`src/rtl/dmux_nway_stream.sv`:
```
// Registered 1-to-N stream demultiplexer with per-channel one-entry output buffers.
// Optional macro DMUX_ZERO_IDLE_EN forces idle channel outputs to zero.
module dmux_nway_stream #(
    parameter int unsigned WIDTH    = 16,
    parameter int unsigned SEL_BITS = 3
) (
    input  logic                          clk,
    input  logic                          rst,
    input  logic [WIDTH-1:0]              in,
    input  logic [SEL_BITS-1:0]           z,
    input  logic                          bcast,
    input  logic                          in_valid,
    output logic                          in_ready,
    output logic [(2**SEL_BITS)*WIDTH-1:0] out,
    output logic [(2**SEL_BITS)-1:0]      out_valid,
    input  logic [(2**SEL_BITS)-1:0]      out_ready
);

    localparam int unsigned N = 2 ** SEL_BITS;

    logic [N-1:0][WIDTH-1:0] data_q;
    logic [N-1:0]            valid_q;
    logic [N-1:0]            free;
    logic [N-1:0]            load;
    logic                    accept;

    // A channel can take a word if it is empty or its word leaves on this edge.
    assign free = ~valid_q | out_ready;

    always_comb begin
        in_ready = 1'b0;
        if (!rst) begin
            in_ready = bcast ? (&free) : free[z];
        end
    end

    assign accept = in_valid && in_ready;

    always_comb begin
        load = '0;
        for (int k = 0; k < int'(N); k++) begin
            load[k] = accept && (bcast || (int'(z) == k));
        end
    end

    always_ff @(posedge clk) begin
        if (rst) begin
            data_q  <= '0;
            valid_q <= '0;
        end else begin
            for (int k = 0; k < int'(N); k++) begin
                if (load[k]) begin
                    data_q[k]  <= in;
                    valid_q[k] <= 1'b1;
                end else if (out_ready[k]) begin
                    valid_q[k] <= 1'b0;
                end
            end
        end
    end

    assign out_valid = valid_q;

    for (genvar k = 0; k < int'(N); k++) begin : g_out
`ifdef DMUX_ZERO_IDLE_EN
        assign out[k*WIDTH +: WIDTH] = data_q[k] & {WIDTH{valid_q[k]}};
`else
        assign out[k*WIDTH +: WIDTH] = data_q[k];
`endif
    end

endmodule

```
`config.mk`:
```
export PLATFORM = sky130hd
export DESIGN_NAME = dmux_nway_stream
export DESIGN_NICKNAME = d
export VERILOG_FILES = /design/src/rtl/dmux_nway_stream.sv
export SDC_FILE = /design/constraint.sdc
export NUM_CORES = 1
export LEC_CHECK = 0
export BUFFER_PORTS_ARGS = -buffer_cell sky130_fd_sc_hd__buf_2
export CAP_MARGIN = 10
export CORE_MARGIN = 3
export CORE_UTILIZATION = 49
export DETAILED_ROUTE_END_ITERATION = 16
export PLACE_DENSITY_LB_ADDON = 0.1
export RECOVER_POWER = 50
export SETUP_SLACK_MARGIN = 0.15
export SLEW_MARGIN = 20
export SYNTH_ARGS = -nofsm -noshare
export SYNTH_HDL_FRONTEND = slang
export SYNTH_SLANG_ARGS = --single-unit
```
`constraint.sdc`:
```
create_clock -name clk -period 2.6 [get_ports clk]
set_input_delay 0.26 -clock clk [delete_from_list [all_inputs] [get_ports clk]]
set_output_delay 0.26 -clock clk [all_outputs]
set_load 0.01 [all_outputs]
```
==> results of run 1 <==
## repair_timing
item	4_1_cts	5_1_grt
buffers inserted	0	4
gates resized for setup	0	0
setup endpoints to repair	0	45
## per-stage QoR
step	instances	power (mW)	area [µm²]
after floorplan	388	2.552	4613
after global placement	636	2.742	5509
after detailed placement	636	2.752	5509
after CTS	668	4.955	6061
after global routing	672	5.076	5921
final	672	4.899	5921
## cell usage in the layout (no fill, tap or decap), types with 2 or more instances in the layout
master	count
clkbuf_1	137
dfxtp_1	136
a22o_1	121
buf_2	31
buf_4	23
nor2b_1	17
clkbuf_16	16
o21bai_1	14
nand2b_1	10
and2_1	8
a21oi_2	7
a32o_1	7
a21o_1	3
clkinv_2	3
clkinv_4	3
clkinvlp_4	3
inv_6	3
o22ai_1	2
nand2_1	2
a21oi_1	2
clkbuf_8	2
## cell type report
type / count / area, µm²
Clock buffer: 19 / 431.7
Clock inverter: 13 / 120.1
Fill cell: 787 / 3013
Inverter: 2 / 7.507
Multi-Input combinational cell: 204 / 1665
Sequential cell: 136 / 2723
Tap cell: 108 / 135.1
Timing Repair Buffer: 190 / 838.3
## flip-flops by register name (all words and copies together) (netlist names)
register	count
out_valid	8
out	128
## final timing paths
| kind | startpoint | slack, ns | endpoint |
|---|---|---|---|
| hold / removal | rst | 0.07 | out_valid[6]$_SDFFE_PP0P_ |
| setup / recovery | out_valid[5]$_SDFFE_PP0P_ | 0.33 | out[127]$_SDFFE_PP0P_ |
| setup reg to reg | out_valid[5]$_SDFFE_PP0P_ | 0.33 | out[127]$_SDFFE_PP0P_ |
| hold reg to reg | out[69]$_SDFFE_PP0P_ | 0.47 | out[69]$_SDFFE_PP0P_ |
## report_power, final
group          switching [mW]  internal, mW
Combinational           0.290         0.177
Clock                   0.902          1.30
Sequential             0.0540          2.18
Total                    1.25          3.65
## critical path: stages (launching register included)
cell	delay, ns
dfxtp_1	0.31
nand2b_1	0.13
nand2_1	0.06
or4b_1	0.62
a31oi_4	0.31
buf_4	0.22
a21oi_2	0.23
a32o_1	0.28
## logic make-up (layout without fill, tap and decap cells)
kind of cell / Yosys count / in the layout / synth area share
multiplexers: 1 / 1 / 0.002170
AO/OA/AOI/OAI: 158 / 158 / 0.2973
flip-flops: 136 / 136 / 0.5902
AND/OR/NAND/NOR: 45 / 45 / 0.06157
buffers and inverters: 48 / 224 / 0.04882
## metal layers
metal	global-route usage	up-vias	part of all wire
met4	0.07669	0	0.015
met5	0	-	0
met1	0.3313	1806	0.43
met2	0.4011	169	0.48
met3	0.08457	18	0.076
li1	-	1789	-
==> qor.txt, run 1 <==
Outcome = complete, no violations
Clock latency on the worst-skew pair = 0.51 ns
Top_reg_cell synth = dfxtp_1
Crit Path Category = flip-flop to flip-flop
Max cap viols = 0
CTS Root Cell = clkbuf_8
VDD IR max = 428.4 µV
RSZ-0062 raised after global routing = false
Final worst slack = 0.3262 ns
Clock skew = 0.005278 ns
WL per Instance = 20.04 µm
Leakage = 2.371 nW
Initial antenna violation count = 0
CP endpoint kind = flip-flop
Area leader, netlist = dfxtp_1
Slew Limit Fails = 0
Vias post-DR = 3,782
Post-route minimum period = 2.274 ns
Syn nets = 419
Number of synthesized flops with an enable pin = 0
Ys Warns = 0
Initial DRT Pass Iterations = 4
N_diodes = 0
Layout cells sized above 1 = 0.1702
Final Core Density = 0.6627
Nets = 582
CTS H-tree depth = 4
Slew HR = 0.4073
PortBufs = 167
Synth top area share = 0.5902
Clock Sinks = 136
Worst endpoint data arrival time = 2.67 ns
Mapped Area = 0.004613 mm²
Vias per cell = 5.628
Hold Slack = 0.07089 ns
Sequential-to-total area share from yosys stat = 0.5902
Hold-fix buffers, CTS = 0
IO Count = 168
Worst-path fanout max = 16
Die ar. = 0.01062 mm²
Die Span X = 103.0 µm
Final WL = 13,470 µm
Detailed placement HPWL = 9455 µm
Synthesis-to-finish area growth = 28.34%
Drt drc = 0
Most numerous cell in the Yosys netlist = dfxtp_1
Synth Instances = 388
Largest net degree at the start of global routing = 29
Hold Crit Depth = 2
Post-DRT Antenna Nets = 0
Fmax = 439.8 MHz
Cell Pwr Density = 827.4 mW/mm²
Worst R2R Path Depth = 7
Top cells by count, synth = dfxtp_1, a22o_1, buf_2
CTS clk-pin slew, worst paths = 0.06 ns
TritonCTS Buffers = 17
Final setup viols = 0
Core footprint = 0.008934 mm²
Worst min-delay path class = input pin to flip-flop
Post-synth cell types = 29
Chip height = 103.0 µm
Asr flop ratio synth = 0
Largest cells by area after synthesis = dfxtp_1, a22o_1, buf_2
Measured slew at the worst slew-check pin = 0.8891 ns
Tot GR Track Use = 0.2538
Vias in the first global route = 3,707
Yosys reg bits = 136
Period utilization = 0.8745
Initial Util = 0.5164
First DRT Iteration DRCs = 236
CTS Buffer Depth = 2
Syn Area/Cell = 11.89 µm²
CP startpoint kind = flip-flop
Dpl ws = 0.1589 ns
TritonCTS clock tree = yes
WP data required = 2.99 ns
Routability cong. = 0.8234
Fin Setup TNS = 0 ns
Endpoints failing hold = 0
Total grt overflow = 0
First-pass GRT wire length = 20,170 µm
Site Rows = 34
No activity file was read; power rests on OpenSTA's default activity.
==> run 2, diff against run 1 <==
- ABC_AREA: default -> 1
- CORE_UTILIZATION: 49 -> 52
- SLEW_MARGIN: 20 -> default
==> run 2 against run 1 <==
  * Clock power grew 2%
  * Synthesized cell count is 130% higher
  * Final area up 17%
  * First-iteration DRC count rose by 60%
==> qor.txt, run 2 <==
TritonCTS Buffers = 17
Die ar. = 0.01230 mm²
Max reg flops = 128
Synth Instances = 908
Layout cells sized above 1 = 0.06792
PortBufs = 167
Clock skew = 0.01257 ns
Fin Setup TNS = 0 ns
Cell Pwr Density = 743.3 mW/mm²
Leading cell type in the layout, fill and taps excluded = nand2_1
Period utilization = 0.7888
Worst endpoint data arrival time = 1.79 ns
Syn Area/Cell = 6.303 µm²
Fmax = 487.6 MHz
Seq pwr share = 0.442
Hold-fix buffers, CTS = 0
WP data required = 2.34 ns
Cell internal pwr = 3.811 mW
Measured slew at the worst slew-check pin = 0.3602 ns
Post-DRT Antenna Nets = 0
Most numerous cell in the Yosys netlist = nand2_1
Nets = 1,079
Final WL = 15,530 µm
Worst R2R Setup Slack = 0.87 ns
VDD IR max = 412.2 µV
Routability cong. = 0.8824
Initial antenna violation count = 1
N_diodes = 0
Synth top area share = 0.4757
Wl on met1 = 6732 µm
Core footprint = 0.01051 mm²
Post-synth cell types = 14
Largest cells by area after synthesis = dfxtp_1, nand2_1, nor2_1
Metal3 WL = 1496 µm
Post-route minimum period = 2.051 ns
Leakage = 3.750 nW
Clock Sinks = 136
Synthesis-to-finish area growth = 21.40%
Asr flop ratio synth = 0
Placed instance area = 0.006565 mm²
Comb pwr share = 0.122
Tot GR Track Use = 0.2510
WL per Instance = 12.98 µm
Syn nets = 939
Top Metal Used = met5
IO Count = 168
Chip height = 110.9 µm
TritonCTS clock tree = yes
Met2 WL post-DR = 7024 µm
Top cells by count, synth = nand2_1, nor2_1, inv_1
Slew HR = 0.7599
Vias in the first global route = 4,903
Final setup viols = 0
Endpoints failing hold = 0
Area leader, netlist = dfxtp_1
CP endpoint kind = output port
Final Cell Area = 0.006948 mm²
Die Span X = 110.9 µm
Number of synthesized flops with an enable pin = 0
CTS Root Cell = clkbuf_8
Vias post-DR = 5,362
CTS Buffer Depth = 2
CTS H-tree depth = 4
Clock latency on the worst-skew pair = 0.53 ns
Top_reg_cell synth = dfxtp_1
Ys Warns = 0
Drt drc = 0
Vias per cell = 4.483
Post-cts repair resize count = 0
Post-CTS setup buffers = 0
Worst-path fanout max = 9
Clock Power Share = 0.436
Total grt overflow = 0
Mapped Area = 0.005723 mm²
Initial Util = 0.5446
CP startpoint kind = flip-flop
First DRT Iteration DRCs = 378
RSZ-0062 raised after global routing = false
Fill cells = 1,067
Max cap viols = 0
Sw power = 1.353 mW
Final Core Density = 0.6612
Crit Path Category = flip-flop to output port
Site Rows = 37
First-pass GRT wire length = 24,360 µm
Outcome = complete, no violations
Most frequent cells in the layout = nand2_1, nor2_1, inv_1
Slew Limit Fails = 0
Worst min-delay path class = input pin to flip-flop
Initial DRT Pass Iterations = 4
Yosys reg bits = 136
CTS clk-pin slew, worst paths = 0.06 ns
Detailed placement HPWL = 10,120 µm
Sequential-to-total area share from yosys stat = 0.4757
Largest net degree at the start of global routing = 66
Sw Ratio = 0.2620
run 2: cell families after synthesis:
logic type	after synthesis	synth area share
flops	136	0.4757
simple gates	557	0.3712
buf+inv	198	0.1375
compound gates	17	0.01552
run 2: layout make-up:
cell class	instances	area, µm²	area share
multi-input combinational	574	2213	0.3186
inverter	142	535.5	0.07708
tap	136	170.2	0.02449
sequential	136	2723	0.3919
clock buffer	22	452.9	0.06519
timing repair buffer	177	753.2	0.1084
clock inverter	9	100.1	0.01441
run 2: routing by layer:
metal / up-vias / global-route usage
met2: 160 / 0.4005
met4: 2 / 0.09688
met1: 2301 / 0.3124
met3: 23 / 0.08679
li1: 2876 / -
met5: - / 0
run 2: path summary, 6_finish.rpt:
kind                                                start                   endpoint  cells after the start
worst max register to register  out_valid[5]$_SDFFE_PP0P_       out[50]$_SDFFE_PP0P_                     10
worst max-delay path            out_valid[5]$_SDFFE_PP0P_                   in_ready                      8
worst min register to register       out[43]$_SDFFE_PP0P_       out[43]$_SDFFE_PP0P_                      4
worst min-delay path                         out_ready[2]  out_valid[2]$_SDFFE_PP0P_                      4
run 2: worst max-delay path, stage by stage, from the launching register on:
cell and delay (ns):
dfxtp_1 0.31, nand2_1 0.10, nand2_1 0.06, nor2_1 0.12, nand2_1 0.08, a21oi_2 0.32
nand2_1 0.09, inv_1 0.05, buf_2 0.14
run 2: power by group through the flow:
| stage | clock network [mW] | registers (mW) | logic [mW] |
|---|---|---|---|
| 2_1_floorplan | 0 | 2.38 | 0.356 |
| 3_3_place_gp | 0 | 2.32 | 0.657 |
| 3_5_place_dp | 0 | 2.32 | 0.663 |
| 4_1_cts | 2.29 | 2.28 | 0.668 |
| 5_1_grt | 2.36 | 2.30 | 0.723 |
| 6_report | 2.25 | 2.28 | 0.631 |
run 2: stage by stage:
step / setup slack [ns] / hold WS, ns / instances / power, mW
floorplan: 0.9959 / 0.4575 / 908 / 2.738
global placement: 0.8125 / 0.4961 / 1165 / 2.977
detailed placement: 0.7940 / 0.4962 / 1165 / 2.985
CTS: 0.5073 / 0.0009919 / 1196 / 5.236
global route: 0.3528 / 0.03833 / 1196 / 5.386
finish: 0.5492 / 0.02782 / 1196 / 5.165
==> run 3, diff against run 2 <==
- clock period: 2.6 -> 2 ns (I/O delays scaled with it)
==> run 3 against run 2 <==
  * Final area up 3.2%
  * Register-to-register slack worse by 0.51 ns
  * Power is 28% higher
  * Critical path depth is 3 higher
  * Clock power grew 24%
  * Setup slack worse by 0.32 ns
  * Final cell count grew 1.0%
  * Critical endpoint unchanged
==> qor.txt, run 3 (synthesized netlist as in run 2, its figures left out) <==
Outcome = complete, no violations
Worst hold start = out_ready[6]
Initial antenna violation count = 1
Sw Ratio = 0.2627
Hold Crit Depth = 4
Final setup viols = 0
DP Cell Count = 1,166
VDD IR max = 579.3 µV
Vias post-DR = 5,429
FF-to-FF Start = out_valid[3]$_SDFFE_PP0P_
Worst R2R Path Depth = 11
CP startpoint kind = input pin
Leading cell type in the layout, fill and taps excluded = nand2_1
Endpoints failing hold = 0
Top Metal Used = met5
IO Count = 168
Crit Path Category = input pin to output port
Worst R2R Setup Slack = 0.36 ns
Final WL = 15,840 µm
CTS clk-pin slew, worst paths = 0.06 ns
Seq pwr share = 0.448
Clock skew = 0.005216 ns
Layout cells sized above 1 = 0.07843
CP endpoint kind = output port
Leakage = 3.844 nW
Drt drc = 0
Clock Sinks = 136
Cell Pwr Density = 924.7 mW/mm²
TritonCTS clock tree = yes
Cell internal pwr = 4.886 mW
Die Span X = 110.9 µm
Post-route minimum period = 1.774 ns
Measured slew at the worst slew-check pin = 0.3855 ns
Site Rows = 37
WL per Instance = 13.11 µm
Worst-path fanout max = 2
Chip height = 110.9 µm
Initial Util = 0.5446
Clock Power Share = 0.420
First DRT Iteration DRCs = 438
TritonCTS Buffers = 17
Slew Limit Fails = 0
Vias in the first global route = 4,832
Met2 WL post-DR = 7246 µm
Most frequent cells in the layout = nand2_1, nor2_1, clkbuf_1
Sw power = 1.741 mW
Tot GR Track Use = 0.2581
Period utilization = 0.8871
Metal3 WL = 1721 µm
Final Core Density = 0.6820
Hold Path End = out_valid[6]$_SDFFE_PP0P_
Fin Setup TNS = 0 ns
Total Power = 6.627 mW
PortBufs = 167
Comb pwr share = 0.132
Post-DRT Antenna Nets = 0
Max cap viols = 0
Worst min-delay path class = input pin to flip-flop
Wl on met1 = 6654 µm
Worst reg2reg endpoint = out[117]$_SDFFE_PP0P_
Clock latency on the worst-skew pair = 0.52 ns
Detailed placement HPWL = 10,080 µm
Fmax = 563.6 MHz
Die ar. = 0.01230 mm²
Max reg flops = 128
Non-Filler Instances = 1,208
Synthesis-to-finish area growth = 25.23%
Vias per cell = 4.494
RSZ-0062 raised after global routing = false
WP data required = 1.80 ns
Slew HR = 0.7430
Worst endpoint data arrival time = 1.57 ns
Routability cong. = 0.8415
CTS Root Cell = clkbuf_8
Nets = 1,090
Core footprint = 0.01051 mm²
Total grt overflow = 0
CTS H-tree depth = 4
CTS Buffer Depth = 2
First-pass GRT wire length = 24,850 µm
Initial DRT Pass Iterations = 5
Largest net degree at the start of global routing = 43
==> run 3: metrics by stage <==
stage | setup slack (ns) | hold WS, ns | area [µm²]
detailed placement | 0.2508 | 0.4961 | 6660
global placement | 0.2512 | 0.4960 | 6660
global route | 0.1435 | 0.03440 | 7164
finish | 0.2258 | 0.02493 | 7167
floorplan | 0.3959 | 0.3975 | 5723
CTS | 0.1536 | 0.002283 | 7272
==> run 3: area by class of cell <==
type	instances	area, µm²
clock inverters	2	10.01
flip-flops and latches	136	2723
clock buffers	29	519.2
repair buffers	188	945.9
fillers	1037	3342
inverters	142	535.5
diodes	1	2.502
multi-input cells	574	2261
well taps	136	170.2
==> run 3: per-layer routing <==
| metal | vias up | GRT usage |
|---|---|---|
| met2 | 193 | 0.4090 |
| met3 | 18 | 0.09880 |
| li1 | 2895 | - |
| met4 | 2 | 0.07964 |
| met5 | - | 0 |
| met1 | 2321 | 0.3260 |
==> run 3: power groups by stage <==
stage	registers, mW	logic [mW]	clock network (mW)
6_report	2.97	0.875	2.78
5_1_grt	2.99	0.997	2.95
4_1_cts	2.96	0.912	2.82
3_5_place_dp	3.02	0.886	0
3_3_place_gp	3.02	0.880	0
2_1_floorplan	3.10	0.463	0
==> run 3: what timing repair did <==
item / in CTS / in global routing
gates resized for setup: 3 / 13
endpoints found under the setup margin: 1 / 71
pin swaps: 2 / 6
hold buffers: 5 / 2
buffers inserted: 2 / 1
hold endpoints to repair: 5 / 2
cloned: 0 / 0
==> run 3: worst max-delay path, cell delays in order <==
cell           delay [ns]
dlygate4sd3_1        0.53
buf_2                0.10
inv_1                0.05
nand2_2              0.06
nand2_1              0.07
nor2_2               0.12
nand2_2              0.08
a21oi_4              0.13
nand2_1              0.06
inv_1                0.05
buf_4                0.12
==> run 3: how the worst max path moves through the flow <==
stage / start / to
4_1_cts: out_valid[3]$_SDFFE_PP0P_ / in_ready
3_5_place_dp: out_valid[3]$_SDFFE_PP0P_ / out[48]$_SDFFE_PP0P_
6_report: out_ready[4] / in_ready
3_3_place_gp: out_ready[1] / out[46]$_SDFFE_PP0P_
2_1_floorplan: out_valid[3]$_SDFFE_PP0P_ / out[102]$_SDFFE_PP0P_
5_1_grt: out_valid[6]$_SDFFE_PP0P_ / in_ready
